[config.mk]
export PLATFORM = sky130hd
export DESIGN_NAME = rb_read_scheduler
export DESIGN_NICKNAME = d
export VERILOG_FILES = /design/src/rtl/rb_pkg.sv /design/src/rtl/rb_wr_addr_gen.sv /design/src/rtl/rb_read_scheduler.sv
export SDC_FILE = /design/constraint.sdc
export NUM_CORES = 1
export LEC_CHECK = 0
export ABC_AREA = 1
export CAP_MARGIN = 25
export CELL_PAD_IN_SITES_DETAIL_PLACEMENT = 0
export CELL_PAD_IN_SITES_GLOBAL_PLACEMENT = 1
export CORE_MARGIN = 2
export CORE_UTILIZATION = 36
export CTS_BUF_LIST = sky130_fd_sc_hd__clkbuf_2 sky130_fd_sc_hd__clkbuf_4 sky130_fd_sc_hd__clkbuf_8
export DETAILED_ROUTE_END_ITERATION = 7
export PLACE_DENSITY = 0.9
export SYNTH_ARGS = -nofsm -noshare
export SYNTH_HDL_FRONTEND = slang
export SYNTH_HIERARCHICAL = 1
export SYNTH_SLANG_ARGS = --single-unit
[constraint.sdc]
create_clock -name clk -period 2.4 [get_ports clk]
set_input_delay 0.24 -clock clk [delete_from_list [all_inputs] [get_ports clk]]
set_output_delay 0.24 -clock clk [all_outputs]
set_load 0.005 [all_outputs]
[src/rtl/rb_pkg.sv]
// rb_pkg: shared widths and read-FSM state encoding for the row-buffer read scheduler
package rb_pkg;
   localparam int ADDR_A_W = 11;
   localparam int ADDR_B_W = 9;
   localparam int DIN_W    = 8;
   localparam int DOUT_W   = 32;
   localparam int WIN_ROWS = 3;
   typedef enum logic [2:0] {IDLE, FETCH, DRAIN, PRESENT, RELEASE} rd_state_t;
endpackage

[src/rtl/rb_wr_addr_gen.sv]
// rb_wr_addr_gen: write-side column/slot counters and BRAM byte address for the row ring
// Ports: clk/rst_n clock and async reset; clear sync flush; xfer accepted pixel;
//   row_end combinational last-pixel-of-row flag; row_done registered completion pulse;
//   mem_addr_a byte address of the current write position
module rb_wr_addr_gen
   import rb_pkg::*;
#(
   parameter int IMG_WIDTH = 64,
   parameter int NUM_ROWS  = 4
) (
   input  logic                clk,
   input  logic                rst_n,
   input  logic                clear,
   input  logic                xfer,
   output logic                row_end,
   output logic                row_done,
   output logic [ADDR_A_W-1:0] mem_addr_a
);
   localparam int SW = $clog2(NUM_ROWS);
   logic [8:0]    wr_col;
   logic [SW-1:0] wr_slot;
   assign row_end    = xfer && wr_col == 9'(IMG_WIDTH - 1);
   assign mem_addr_a = ADDR_A_W'(wr_slot) * ADDR_A_W'(IMG_WIDTH) + ADDR_A_W'(wr_col);
   always_ff @(posedge clk or negedge rst_n) begin
      if (!rst_n) begin
         wr_col   <= '0;
         wr_slot  <= '0;
         row_done <= 1'b0;
      end else if (clear) begin
         wr_col   <= '0;
         wr_slot  <= '0;
         row_done <= 1'b0;
      end else begin
         row_done <= row_end;
         if (xfer) wr_col <= row_end ? '0 : wr_col + 9'd1;
         if (row_end) wr_slot <= wr_slot == SW'(NUM_ROWS - 1) ? '0 : wr_slot + SW'(1);
      end
   end
endmodule

[src/rtl/rb_read_scheduler.sv]
// rb_read_scheduler: fills a BRAM row ring with pixels and reads back 3-row word windows
// Ports: clk/rst_n clock and async reset; clear sync flush; pix_* pixel input stream;
//   mem_*_a BRAM byte write port; mem_*_b BRAM word read port (1-cycle latency);
//   win_* window stream {row2,row1,row0} with row0 oldest; row_done pulse per written row
module rb_read_scheduler
   import rb_pkg::*;
#(
   parameter int IMG_WIDTH = 64,
   parameter int NUM_ROWS  = 4
) (
   input  logic                         clk,
   input  logic                         rst_n,
   input  logic                         clear,
   input  logic                         pix_valid,
   output logic                         pix_ready,
   input  logic [DIN_W-1:0]             pix_data,
   output logic                         mem_en_a,
   output logic [ADDR_A_W-1:0]          mem_addr_a,
   output logic [DIN_W-1:0]             mem_din_a,
   output logic                         mem_en_b,
   output logic [ADDR_B_W-1:0]          mem_addr_b,
   input  logic [DOUT_W-1:0]            mem_dout_b,
   output logic                         win_valid,
   input  logic                         win_ready,
   output logic [WIN_ROWS*DOUT_W-1:0]   win_data,
   output logic [6:0]                   win_col,
   output logic                         row_done
);
   localparam int WORDS = IMG_WIDTH / 4;
   localparam int SW    = $clog2(NUM_ROWS);
   localparam int RW    = $clog2(NUM_ROWS + 1);
   rd_state_t         state, state_nx;
   logic [1:0]        k, cap_k;
   logic              cap_en, row_end, release_row, last_word, accept;
   logic [SW-1:0]     rd_slot, fetch_slot;
   logic [SW:0]       slot_sum;
   logic [6:0]        rd_word;
   logic [RW-1:0]     rows_avail;
   logic [DOUT_W-1:0] lane [WIN_ROWS];
   assign pix_ready   = rows_avail < RW'(NUM_ROWS);
   assign mem_en_a    = pix_valid && pix_ready && !clear;
   assign mem_din_a   = pix_data;
   assign release_row = state == RELEASE;
   assign last_word   = rd_word == 7'(WORDS - 1);
   assign accept      = state == PRESENT && win_ready;
   assign win_col     = rd_word;
   assign win_data    = {lane[2], lane[1], lane[0]};
   // Lane k reads the k-th oldest row of the window, wrapping around the ring.
   assign slot_sum    = {1'b0, rd_slot} + {{(SW - 1){1'b0}}, k};
   assign fetch_slot  = slot_sum >= (SW + 1)'(NUM_ROWS) ? SW'(slot_sum - (SW + 1)'(NUM_ROWS)) : SW'(slot_sum);
   assign mem_addr_b  = mem_en_b ? ADDR_B_W'(fetch_slot) * ADDR_B_W'(WORDS) + ADDR_B_W'(rd_word) : '0;
   rb_wr_addr_gen #(.IMG_WIDTH(IMG_WIDTH), .NUM_ROWS(NUM_ROWS)) u_wr (
      .clk        (clk),
      .rst_n      (rst_n),
      .clear      (clear),
      .xfer       (mem_en_a),
      .row_end    (row_end),
      .row_done   (row_done),
      .mem_addr_a (mem_addr_a)
   );
   always_ff @(posedge clk or negedge rst_n) begin
      if (!rst_n) state <= IDLE;
      else state <= clear ? IDLE : state_nx;
   end
   always_comb begin
      state_nx  = state;
      mem_en_b  = 1'b0;
      win_valid = 1'b0;
      case (state)
         IDLE:    state_nx = rows_avail >= RW'(WIN_ROWS) ? FETCH : IDLE;
         FETCH: begin
            mem_en_b = 1'b1;
            state_nx = k == 2'd2 ? DRAIN : FETCH;
         end
         DRAIN:   state_nx = PRESENT;
         PRESENT: begin
            win_valid = 1'b1;
            state_nx  = win_ready ? (last_word ? RELEASE : FETCH) : PRESENT;
         end
         RELEASE: state_nx = IDLE;
         default: state_nx = IDLE;
      endcase
   end
   always_ff @(posedge clk or negedge rst_n) begin
      if (!rst_n) begin
         k          <= '0;
         cap_k      <= '0;
         cap_en     <= 1'b0;
         rd_slot    <= '0;
         rd_word    <= '0;
         rows_avail <= '0;
         for (int i = 0; i < WIN_ROWS; i++) lane[i] <= '0;
      end else if (clear) begin
         k          <= '0;
         cap_en     <= 1'b0;
         rd_slot    <= '0;
         rd_word    <= '0;
         rows_avail <= '0;
      end else begin
         k          <= (state == FETCH && k != 2'd2) ? k + 2'd1 : 2'd0;
         // Read data returns one cycle after issue, so the lane index is delayed alongside it.
         cap_en     <= mem_en_b;
         cap_k      <= k;
         if (cap_en) lane[cap_k] <= mem_dout_b;
         if (release_row) rd_word <= '0;
         else if (accept && !last_word) rd_word <= rd_word + 7'd1;
         if (release_row) rd_slot <= rd_slot == SW'(NUM_ROWS - 1) ? '0 : rd_slot + SW'(1);
         rows_avail <= rows_avail + RW'(row_end) - RW'(release_row);
      end
   end
endmodule

Word level (Yosys, flattened, before mapping)
Index checks and enable logic that the tools add are counted.
{"block": "word_totals", "ff_bits": 128, "latch_bits": 0, "ramBits": 0, "romBits": 0, "input_bits": 45, "output_inout_bits": 136, "elab_cells": 86, "memories": 0}
{"block": "classes", "n_addsub": 11, "n_mul": 0, "div_mod_pow": 0, "n_lt_le_gt_ge": 5, "n_eq_ne": 10, "n_shift": 0, "n_mux": 30, "n_bitwise": 2, "reduce_logical": 15}
{"cell": "$bwmux W96", "count": 1}
{"cell": "$demux W32 S2", "count": 1}
{"cell": "$mux W32", "count": 1}
{"cell": "$mux W9", "count": 3}
{"cell": "$mux W7", "count": 3}
{"cell": "$mux W2", "count": 10}
{"cell": "$mux W3", "count": 4}
{"cell": "$pmux W3 S4", "count": 1}
{"cell": "$add A8 B9 Y10", "count": 1}
{"cell": "$add A9 B1 Y9 const B", "count": 1}
{"cell": "$eq A9 B6 Y1 const B", "count": 1}
{"cell": "$add A6 B7 Y8", "count": 1}
{"cell": "$mux W8", "count": 1}
{"cell": "$add A7 B1 Y7 const B", "count": 1}
{"cell": "$eq A7 B4 Y1 const B", "count": 1}
{"cell": "$logic_and A1 B1 Y1", "count": 7}
{"cell": "$add A2 B1 Y2 const B", "count": 3}
{"cell": "$eq A2 B2 Y1 const B", "count": 3}
{"cell": "$eq A3 B2 Y1 const B", "count": 2}
{"cell": "$ge A3 B3 Y1 const B", "count": 2}
{"cell": "$reduce_bool A2 Y1", "count": 3}
{"cell": "$mux W1", "count": 5}
{"cell": "$add A2 B2 Y3", "count": 1}
{"cell": "$add A3 B1 Y3", "count": 1}
{"cell": "14 further kinds", "count": 15}

Longest topological paths before layout
{"block": "logic_depth", "depth_word": 7, "ltp_mapped": 12, "ltp_nobuf": 12}

By module
Netlist, hierarchy kept.
{"mod": "rb_read_scheduler", "n_inst": 1, "cells_each": 508, "area_each_um2": 5076.1, "seq_area_each_um2": 2902.8}
{"mod": "rb_wr_addr_gen", "n_inst": 1, "cells_each": 102, "area_each_um2": 795.8, "seq_area_each_um2": 300.3}

Worst setup path before layout
OpenSTA, ideal clock, no wires.
{"block": "synth_path", "path_type": "flip-flop to flip-flop", "startpoint": "register rows_avail[2]", "endpoint": "register rows_avail[2]", "setup_time_ps": 131, "arrival_time_ps": 1951, "required_time_ps": 2269, "path_slack_ps": 318, "path_stages_with_launch": 13, "path_buffers": 0, "synth_period_minus_slack_ps": 2082, "cell_sequence": "dfrtp_1 -> inv_1 -> nand2_1 -> nor2_1 -> nand2_1 -> nor2_2 -> nand2_4 -> inv_1 -> ha_1 -> inv_1 -> fa_1 -> xor2_1 -> nor2_1"}
{"block": "synth_between", "elab_chain_cells": 7}
{"element": "start, declared", "line_no": "rb_read_scheduler.sv:38", "rtl": "logic [RW-1:0] rows_avail;"}
{"element": "start signal, assigned", "line_no": "rb_read_scheduler.sv:108", "rtl": "rows_avail <= rows_avail + RW'(row_end) - RW'(release_row);"}
{"element": "$lt A3 B3 Y1", "line_no": "rb_read_scheduler.sv:40", "rtl": "assign pix_ready = rows_avail < RW'(NUM_ROWS);"}
{"element": "via pix_ready", "line_no": "rb_read_scheduler.sv:15", "rtl": "output logic pix_ready,"}
{"element": "$logic_and A1 B1 Y1 (2 in series)", "line_no": "rb_read_scheduler.sv:41", "rtl": "assign mem_en_a = pix_valid && pix_ready && !clear;"}
{"element": "via mem_en_a", "line_no": "rb_read_scheduler.sv:17", "rtl": "output logic mem_en_a,"}
{"element": "$logic_and A1 B1 Y1", "line_no": "rb_wr_addr_gen.sv:22", "rtl": "assign row_end = xfer && wr_col == 9'(IMG_WIDTH - 1);"}
{"element": "via row_end", "line_no": "rb_read_scheduler.sv:34", "rtl": "logic cap_en, row_end, release_row, last_word, accept;"}
{"element": "$add A3 B1 Y3", "line_no": "rb_read_scheduler.sv:108"}
{"element": "$sub A3 B1 Y3", "line_no": "rb_read_scheduler.sv:108"}
{"element": "$mux W3", "line_no": "rb_read_scheduler.sv:93", "rtl": "end else if (clear) begin"}
The timed path passes the listed nets, and every way through them passes these cells.
A chain may end at the register's enable or synchronous reset.

Worst setup path in the final report
{"block": "layout_path", "startpoint": "register k[0]", "endpoint": "output port mem_addr_b[5]"}
{"block": "layout_between", "elab_chain_cells": 5, "word_cells_on_any_way": 6}
{"element": "start, declared", "line_no": "rb_read_scheduler.sv:33", "rtl": "logic [1:0] k, cap_k;"}
{"element": "start signal, assigned", "line_no": "rb_read_scheduler.sv:100", "rtl": "k <= (state == FETCH && k != 2'd2) ? k + 2'd1 : 2'd0;"}
{"element": "$add A2 B2 Y3 *", "line_no": "rb_read_scheduler.sv:49", "rtl": "assign slot_sum = {1'b0, rd_slot} + {{(SW - 1){1'b0}}, k};"}
{"element": "$ge A3 B3 Y1 / $sub A2 B1 Y2 (equally long branches)", "line_no": "rb_read_scheduler.sv:50", "rtl": "assign fetch_slot = slot_sum >= (SW + 1)'(NUM_ROWS) ? SW'(slot_sum - (SW + 1)'(NUM_ROWS)) : SW'(slot_sum);"}
{"element": "$mux W2 *", "line_no": "rb_read_scheduler.sv:50"}
{"element": "$add A6 B7 Y8 *", "line_no": "rb_read_scheduler.sv:51", "rtl": "assign mem_addr_b = mem_en_b ? ADDR_B_W'(fetch_slot) * ADDR_B_W'(WORDS) + ADDR_B_W'(rd_word) : '0;"}
{"element": "$mux W8 *", "line_no": "rb_read_scheduler.sv:51"}
{"element": "end, declared", "line_no": "rb_read_scheduler.sv:21", "rtl": "output logic [ADDR_B_W-1:0] mem_addr_b,"}
Mark *: on every way between the ends. The rest lies on a longest branch, timed or not.

==> flow_metrics.tcl <==
set metrics [dict create \
    yosysWarningCount 6 \
    crit_required_ns 2.16 \
    max_slew.worst_pin.slew_ns 0.575 \
    critical_path_peak_fanout 2 \
    count_of_flip_flops_with_a_built_in_enable_after_synthesis 0 \
    drv_slew 0 \
    layout-drive-gt1-share_pct 15.8 \
    power.density_nw_per_um2 594 \
    drcViolationCount 0 \
    io_pins 181 \
    postRouteAntennaNets 0 \
    path_clk_slew_ns 0.08 \
    critical_path.endpoint_type "primary output" \
    area.growth.synth_to_final_pct 38.5 \
    number_of_drc_markers_in_iteration_0 194 \
    avgSynthCellArea_sq_um 9.63 \
    cts_made_buffers 17 \
    cts.sinks 128 \
    placed_cells_incl_taps 963 \
    gp_routability_congestion 0.805 \
    buffer_ports.inserted 162 \
    grt_max_degree 63 \
    hold_violation_count_in_the_final_report 0 \
    arrival_ns 2.15 \
    detailed_place_hpwl_mm 9.57 \
    syn-instance-count 610 \
    globalRoute.totalOverflow 0 \
    drt-wirelength-per-cell_um 13.6 \
    min_period_over_period_pct 99.5 \
    grt_first_pass_wirelength_mm 23.2 \
    clock_latency_on_the_worst_skew_pair_ns 0.44 \
    row_count 46 \
    num_vias 4542 \
    postSynth.topFlopCell "sky130_fd_sc_hd__dfrtp_1" \
    design.die.area_sq_um 17300 \
    fin_cells 1003 \
    max_freq_mhz 419 \
    number_of_storage_elements_in_the_synthesis_netlist 128 \
    clock_skew_ns 0.00950 \
    clockRootBuffer "sky130_fd_sc_hd__clkbuf_8" \
    power.static_leakage_nw 3.76 \
    cts-htree-levels 4 \
    core_area_sq_um 15900 \
    drt_wl_total_mm 13.6 \
    run_status "finished, final reports clean" \
    first_pass_iters 4 \
    first_global_vias 4511 \
    fin_tns_setup_ns 0 \
    num-nets-final 835 \
    chipHeight_um 132 \
    vdd_ir_max_mv 0.354 \
    criticalPathCategory "reg -> out" \
    drv.max_cap_violation_count 0 \
    min_period_ns 2.39 \
    synthDistinctLibCells 35 \
    grt_antenna_before_repair 0 \
    rsz0062_at_grt "yes" \
    starting_density_of_the_core_pct 37.0 \
    worst_setup_path_start_kind "flip-flop" \
    post_drt_via_cell_ratio 4.53 \
    synth_fp_nets 671 \
    synthArstFlopShare_pct 100 \
    grt.total_usage_pct 16.6 \
    relSlewSlack_pct 61.7 \
    worst_r2r_path_depth 10 \
    hold_ws_ns 0.339 \
    syn_area_sq_um 5870 \
    die_width_um 132 \
    report.final.setup_viol 0 \
    sequential_element_share_of_the_synthesized_area_pct 54.5 \
    clock_tree_from_tritoncts "done" \
    diodes 0 \
    clockBufferDepth 2 \
    hp-class "in -> async" \
]
## cell type report
cell class              instances  area, sq um
clock buffers                  19          262
clock inverters                13          184
fillers                      1517         7750
inverters                      72          278
multi-input cells             375         2150
flip-flops and latches        128         3200
well taps                     216          270
repair buffers                180         1790
## metrics by stage
step	setup WS (ns)	util [%]	area, sq um	power (W)
after floorplan	0.318	-	5870	0.00249
after global placement	0.0627	47.9	7610	0.00281
after detailed placement	0.0321	47.9	7610	0.00282
after CTS	-0.0443	51.1	8110	0.00491
after global routing	-0.125	51.2	8130	0.00507
final	0.0115	51.2	8130	0.00483
## layout by cell type (no fill, tap or decap), types with 4 or more instances in the layout
cell and count:
sky130_fd_sc_hd__nor3_1 5, sky130_fd_sc_hd__nand2_4 7, sky130_fd_sc_hd__bufinv_16 4, sky130_fd_sc_hd__o21ai_2 35, sky130_fd_sc_hd__inv_1 67, sky130_fd_sc_hd__nor2_4 6
sky130_fd_sc_hd__clkdlybuf4s50_1 157, sky130_fd_sc_hd__o21ai_1 11, sky130_fd_sc_hd__nand4_1 5, sky130_fd_sc_hd__o21ai_0 59, sky130_fd_sc_hd__ha_1 10, sky130_fd_sc_hd__buf_4 14
sky130_fd_sc_hd__nand2_1 154, sky130_fd_sc_hd__clkbuf_8 19, sky130_fd_sc_hd__buf_12 4, sky130_fd_sc_hd__xor2_1 4, sky130_fd_sc_hd__a21oi_1 6, sky130_fd_sc_hd__nand3_1 15
sky130_fd_sc_hd__nor2_1 30, sky130_fd_sc_hd__dfrtp_1 128
## registers in the layout, indices dropped and copies added, names as in the netlist
| name | cells |
|---|---|
| win_data | 96 |
| u_wr/row_done | 1 |
| k | 2 |
| u_wr/wr_col | 9 |
| u_wr/wr_slot | 2 |
| rows_avail | 3 |
| state | 3 |
| rd_slot | 2 |
| win_col | 7 |
| cap_k | 2 |
| cap_en | 1 |
## cell families (layout without fill, tap and decap cells)
logic type | Yosys count | in the layout | share of synthesized area [%]
xor+xnor | 5 | 5 | 0.746
compound gates | 115 | 115 | 12.2
buf+inv | 107 | 284 | 9.44
fa+ha+maj | 16 | 16 | 3.79
flops | 128 | 128 | 54.5
simple gates | 237 | 237 | 19.2
other cells | 2 | 2 | 0.128
## where the power goes
part / internal, W / switching [W] / leakage (nW)
Clock: 0.00119 / 0.000874 / 0.218
Combinational: 0.000267 / 0.000202 / 1.78
Sequential: 0.00225 / 0.0000492 / 1.76
Total: 0.00371 / 0.00113 / 3.76
## routing by layer
| layer | wire length, um | GRT usage (%) | part of all wire, % |
|---|---|---|---|
| met1 | 6330 | 22.3 | 46 |
| met4 | 208 | 5.68 | 1.5 |
| met5 | 0 | 0 | 0 |
| met3 | 785 | 4.86 | 5.8 |
| met2 | 6290 | 26.0 | 46 |
## critical path, cell delays in order, from the launching register on
cell and delay (ns):
sky130_fd_sc_hd__dfrtp_1 0.39, sky130_fd_sc_hd__ha_2 0.20, sky130_fd_sc_hd__xor2_2 0.14, sky130_fd_sc_hd__xor2_1 0.16, sky130_fd_sc_hd__buf_4 0.14, sky130_fd_sc_hd__fa_2 0.51, sky130_fd_sc_hd__nor2_1 0.04, sky130_fd_sc_hd__buf_2 0.12
## synthesized netlist by cell type, types with 2 or more instances
library cell	number	area share, %
sky130_fd_sc_hd__dfrtp_1	128	55
sky130_fd_sc_hd__ha_1	13	2.8
sky130_fd_sc_hd__conb_1	2	0.13
sky130_fd_sc_hd__nand2_4	7	1.3
sky130_fd_sc_hd__nand3b_1	2	0.26
sky130_fd_sc_hd__a21oi_1	7	0.60
sky130_fd_sc_hd__nor2_4	6	1.2
sky130_fd_sc_hd__buf_6	10	1.9
sky130_fd_sc_hd__nand3_4	3	0.89
sky130_fd_sc_hd__buf_2	8	0.68
sky130_fd_sc_hd__nor3_1	5	0.43
sky130_fd_sc_hd__o21ai_0	59	5.0
sky130_fd_sc_hd__nand3_1	15	1.3
sky130_fd_sc_hd__nor2_2	3	0.32
sky130_fd_sc_hd__buf_4	16	2.0
sky130_fd_sc_hd__nand2_2	3	0.32
sky130_fd_sc_hd__o21ai_2	35	5.2
sky130_fd_sc_hd__fa_1	3	1.0
sky130_fd_sc_hd__nand4_1	5	0.53
sky130_fd_sc_hd__xor2_1	5	0.75
sky130_fd_sc_hd__nand2_1	154	9.8
sky130_fd_sc_hd__nor2_1	30	1.9
sky130_fd_sc_hd__inv_2	2	0.13
sky130_fd_sc_hd__o21ai_1	11	0.94
sky130_fd_sc_hd__inv_1	68	4.3
## path summary, 6_finish.rpt
check	startpoint	to	slack, ns
max reg2reg	state[1]	rows_avail[2]	0.35
min reg2reg	win_data[73]	win_data[73]	0.48
min in group clk	mem_dout_b[22]	win_data[86]	0.39
min	rst_n	win_data[4]	0.34
max in group asynchronous	rst_n	state[2]	1.40
max	k[0]	mem_addr_b[5]	0.01
## what timing repair did
item / 4_1_cts / 5_1_grt
hold buffers: 1 / 0
endpoints found under the hold margin: 42 / 0
gates resized for setup: 19 / 1
pin swaps: 8 / 4
buffers inserted: 6 / 2
setup endpoints to repair: 5 / 4
Power figures use the tool's default switching activity.
